==> src/rtl/parity_rr_arbiter.sv <==
// Round-robin share of one parity generator among NUM_REQ requesters,
// with a single registered output stage under valid/ready.
module parity_rr_arbiter #(
  parameter int NUM_REQ = 4,
  parameter int DATA_W  = 8,
  localparam int ID_W   = $clog2(NUM_REQ)
) (
  input  logic                      clk,
  input  logic                      rst_n,
  input  logic [NUM_REQ-1:0]        req_valid,
  input  logic [NUM_REQ*DATA_W-1:0] req_data,
  output logic [NUM_REQ-1:0]        req_ready,
  output logic                      out_valid,
  input  logic                      out_ready,
  output logic [DATA_W-1:0]         out_data,
  output logic [ID_W-1:0]           out_id,
  output logic                      out_even_parity,
  output logic                      out_odd_parity
);

  typedef enum logic {
    EMPTY = 1'b0,
    FULL  = 1'b1
  } state_t;

  localparam int CW = ID_W + 1;
  localparam logic [CW-1:0]   NREQ_C  = CW'(NUM_REQ);
  localparam logic [ID_W-1:0] LAST_ID = ID_W'(NUM_REQ - 1);

  state_t            state;
  state_t            state_nxt;
  logic [ID_W-1:0]   ptr;
  logic [ID_W-1:0]   ptr_nxt;
  logic [ID_W-1:0]   gnt_idx;
  logic              gnt_found;
  logic              accept;
  logic              xfer;
  logic [CW-1:0]     cand;
  logic [DATA_W-1:0] gnt_data;

  // Scan upward from ptr; the wrap uses a compare so odd NUM_REQ works.
  always_comb begin
    gnt_found = 1'b0;
    gnt_idx   = '0;
    cand      = '0;
    for (int i = 0; i < NUM_REQ; i++) begin
      cand = {1'b0, ptr} + CW'(i);
      if (cand >= NREQ_C)
        cand = cand - NREQ_C;
      if (!gnt_found && req_valid[cand[ID_W-1:0]]) begin
        gnt_found = 1'b1;
        gnt_idx   = cand[ID_W-1:0];
      end
    end
  end

  always_comb begin
    gnt_data = '0;
    for (int i = 0; i < NUM_REQ; i++) begin
      if (gnt_idx == ID_W'(i))
        gnt_data = req_data[i*DATA_W +: DATA_W];
    end
  end

  assign accept = (state == EMPTY) || out_ready;
  assign xfer   = rst_n && accept && gnt_found;

  always_comb begin
    req_ready = '0;
    for (int i = 0; i < NUM_REQ; i++) begin
      req_ready[i] = xfer && (gnt_idx == ID_W'(i));
    end
  end

  assign ptr_nxt = (gnt_idx == LAST_ID) ? '0 : gnt_idx + 1'b1;

  always_ff @(posedge clk or negedge rst_n) begin
    if (!rst_n)
      state <= EMPTY;
    else
      state <= state_nxt;
  end

  always_comb begin
    state_nxt = state;
    unique case (state)
      EMPTY: begin
        if (xfer)
          state_nxt = FULL;
      end
      FULL: begin
        if (xfer)
          state_nxt = FULL;
        else if (out_ready)
          state_nxt = EMPTY;
      end
    endcase
  end

  always_comb begin
    out_valid = 1'b0;
    unique case (state)
      EMPTY: out_valid = 1'b0;
      FULL:  out_valid = 1'b1;
    endcase
  end

  always_ff @(posedge clk or negedge rst_n) begin
    if (!rst_n) begin
      ptr             <= '0;
      out_data        <= '0;
      out_id          <= '0;
      out_even_parity <= 1'b0;
      out_odd_parity  <= 1'b1;
    end else if (xfer) begin
      ptr             <= ptr_nxt;
      out_data        <= gnt_data;
      out_id          <= gnt_idx;
      out_even_parity <= ^gnt_data;
      out_odd_parity  <= ~^gnt_data;
    end
  end

endmodule

==> config.mk <==
export PLATFORM = sky130hd
export DESIGN_NAME = parity_rr_arbiter
export DESIGN_NICKNAME = d
export VERILOG_FILES = /design/src/rtl/parity_rr_arbiter.sv
export SDC_FILE = /design/constraint.sdc
export NUM_CORES = 1
export LEC_CHECK = 0
export BUFFER_PORTS_ARGS = -buffer_cell sky130_fd_sc_hd__clkbuf_2
export CAP_MARGIN = 20
export CORE_ASPECT_RATIO = 0.6
export CORE_MARGIN = 3
export CORE_UTILIZATION = 47
export DETAILED_ROUTE_END_ITERATION = 8
export GPL_TIMING_DRIVEN = 1
export PLACE_DENSITY_LB_ADDON = 0.3
export SLEW_MARGIN = 20
export SYNTH_ARGS = -nofsm -noshare
export SYNTH_HDL_FRONTEND = slang
export SYNTH_SLANG_ARGS = --single-unit
export TNS_END_PERCENT = 10
==> constraint.sdc <==
create_clock -name clk -period 5.2 [get_ports clk]
set_clock_uncertainty 0.05 [all_clocks]
set_input_delay 1.04 -clock clk [delete_from_list [all_inputs] [get_ports clk]]
set_output_delay 1.04 -clock clk [all_outputs]
set_load 0.01 [all_outputs]
==> out/metrics.yaml <==
routing:
  routed_wl_um: 3050
  viasPerCell: 5.89
  drt_iter0_drc: 65
  drt_first_pass_iters: 4
  ant_nets: 0
  vias: 1148
  remaining_drc_errors: 0
  wl_per_cell_um: 15.6
synth:
  synth_area_leader_cell: "dfrtp_1"
  syn_nets: 155
  ys_ff_latch: 15
  synth_flop_cell: "dfrtp_1"
  yosysWarnings: 0
  netlist_top_cells_area: "dfrtp_1 (34%), mux2_2 (7.6%), a221oi_1 (5.1%)"
  syn_area_per_cell_um2: 9.27
  netlist_area_mm2: 0.00104
  async_reset_ff_share_pct: 100
  yosysTopAreaCellShare_pct: 33.7
  postSynthCellCount: 112
  synth-edff-count: 0
  post_synth_num_cell_types: 33
  synth_seq_area_share_pct: 36.3
cells_and_area:
  areaGrowthSynthToFinish_pct: 33.5
  fin_area_mm2: 0.00139
  final_nets: 211
  antenna_cells: 0
  final_cell_mix: "clkbuf_2 (55), dfrtp_1 (14), inv_1 (12), o21ai_0 (8)"
  layout_commonest_cell: "clkbuf_2"
  final_layout_size_suffix_gt1_share_pct: 41.3
  final_cells: 195
  final_util_pct: 70.5
cts:
  cts_buffers: 3
  cts-resized-gates: 0
  cts_sinks: 15
  insertion_delay_ps: 250
  post-cts-setup-buffer-count: 0
  clk_pin_slew_ps: 60
  clockBufferDepth: 2
  clockRootBuffer: "clkbuf_8"
  holdBufCountCts: 0
  htreeDepth: 1
  cts_tree: "done"
grt:
  grt_start_max_net_pins: 25
  grt_most_used_layer: "met2"
  antenna_found_initial: 0
  grt_pass1_wl_um: 4730
  grt-ovfl-total: 0
  use_met3_pct: 4.29
  grt_usage_pct: 21.9
  gr-usage-met1_pct: 27.6
  grtUsageMet2_pct: 37.4
  grt_pass1_vias: 1086
placed_design:
  place_hpwl_um: 2510
  port_buffers: 55
  placement.cell_area_mm2: 0.00134
  gp_congestion: 0.751
  placed_cells: 191
  dp_slack_ps: 876
setup_path:
  end_kind: "flip-flop"
  cp.required_ps: 5330
  startpoint_type: "input port"
  crit_fanout: 11
  worstPathArrival_ps: 4240
  crit_type: "input port to flip-flop"
die:
  core_mm2: 0.00197
  io_pins: 56
  die_h_um: 42.4
  rows: 12
  dieArea_mm2: 0.00283
  start_util_pct: 52.8
  die_w_um: 66.7
power:
  sw_frac_of_total_pct: 43.3
  seqPwrFrac_pct: 27.6
  power_mw: 0.739
  p_switching_mw: 0.320
  clockPowerShare_pct: 12.7
  p_per_area_mw_per_mm2: 533
  ir_drop_mv: 0.368
  leakagePower_nw: 0.711
  combPwrFrac_pct: 59.7
  p_int_mw: 0.419
timing:
  fin_crit_sh_pct: 79.0
  rsz0062_at_grt: "false"
  setup_viol: 0
  tns_ps: 0
  whs_ps: 458
  maxSlewViolCount: 0
  fmax_mhz: 243
  period_needed_ps: 4110
  worst_slew_pin_slew_ps: 590
  relSlewSlack_pct: 60.2
  fin_ws_ps: 1090
  hold_viol_final: 0
run_status:
  status: "finished clean"
job:
  maxCapViolCount: 0
hold_path:
  worstHoldPathType: "flip-flop to flip-flop"
## kinds of logic (layout without fill, tap and decap cells)
family          Yosys count  count (layout)  synth area share (%)
simple gates             23              23                  11.7
compound gates           46              46                  33.4
flops                    15              15                  36.3
fa+ha+maj                 4               4                  4.82
mux                       7               7                  7.59
buf+inv                  17              72                  6.26
## cells in the mapped netlist (2+ instances only)
| library cell | number |
|---|---|
| a221oi_1 | 6 |
| o22ai_1 | 4 |
| o21ai_0 | 8 |
| clkbuf_1 | 4 |
| o211a_1 | 2 |
| o22a_1 | 3 |
| nor2b_1 | 3 |
| a211oi_1 | 3 |
| and2_1 | 4 |
| nand3_1 | 3 |
| inv_1 | 12 |
| a211o_1 | 4 |
| a221o_1 | 3 |
| ha_1 | 4 |
| mux2_2 | 7 |
| nor2_1 | 7 |
| dfrtp_1 | 14 |
| o21a_1 | 2 |
| a31oi_1 | 2 |
| o211ai_1 | 4 |
## layer usage
metal | share of wire, % | routed length [um]
met5 | 0 | 0
met4 | 1.8 | 55
met3 | 8.0 | 244
met2 | 49 | 1510
met1 | 41 | 1240
## power groups by stage
stage / Clock (mW) / Sequential, mW / Combinational (mW)
2_1_floorplan: 0 / 0.222 / 0.283
3_3_place_gp: 0 / 0.202 / 0.409
3_5_place_dp: 0 / 0.205 / 0.433
4_1_cts: 0.0956 / 0.204 / 0.435
5_1_grt: 0.102 / 0.211 / 0.483
6_report: 0.0939 / 0.204 / 0.441
## sequential cells by signal (all words and copies together), names as in the netlist
| register | flops |
|---|---|
| out_data | 8 |
| out_even_parity | 1 |
| out_id | 2 |
| out_odd_parity | 1 |
| ptr | 2 |
| state | 1 |
## worst paths after layout
check                                   from              to  slack (ps)  depth (start not counted)
worst max-delay path            req_valid[3]  out_odd_parity        1090                         12
max in group asynchronous              rst_n  out_odd_parity        4140                          1
worst min register to register     out_id[1]       out_id[1]         460                          1
min in group asynchronous              rst_n          ptr[0]         650                          1
worst max register to register        ptr[1]  out_odd_parity        1490                         11
worst min-delay path               out_id[1]       out_id[1]         460                          1
## critical path, stage by stage
cell      delay [ps]
clkbuf_2         120
nor2b_1           70
a21o_1           180
a221oi_1         530
inv_1            150
ha_1             340
nor2b_1          430
a221oi_1         200
a211o_1          300
a211o_1          320
a211o_1          320
a31o_1           220
## cell type report
| type | count | area (um2) |
|---|---|---|
| Clock buffer | 3 | 41.3 |
| Clock inverter | 1 | 5.00 |
| Fill cell | 155 | 581 |
| Inverter | 12 | 45.0 |
| Multi-Input combinational cell | 80 | 601 |
| Sequential cell | 15 | 377 |
| Tap cell | 28 | 35.0 |
| Timing Repair Buffer | 56 | 283 |
Power figures use the tool's default switching activity.
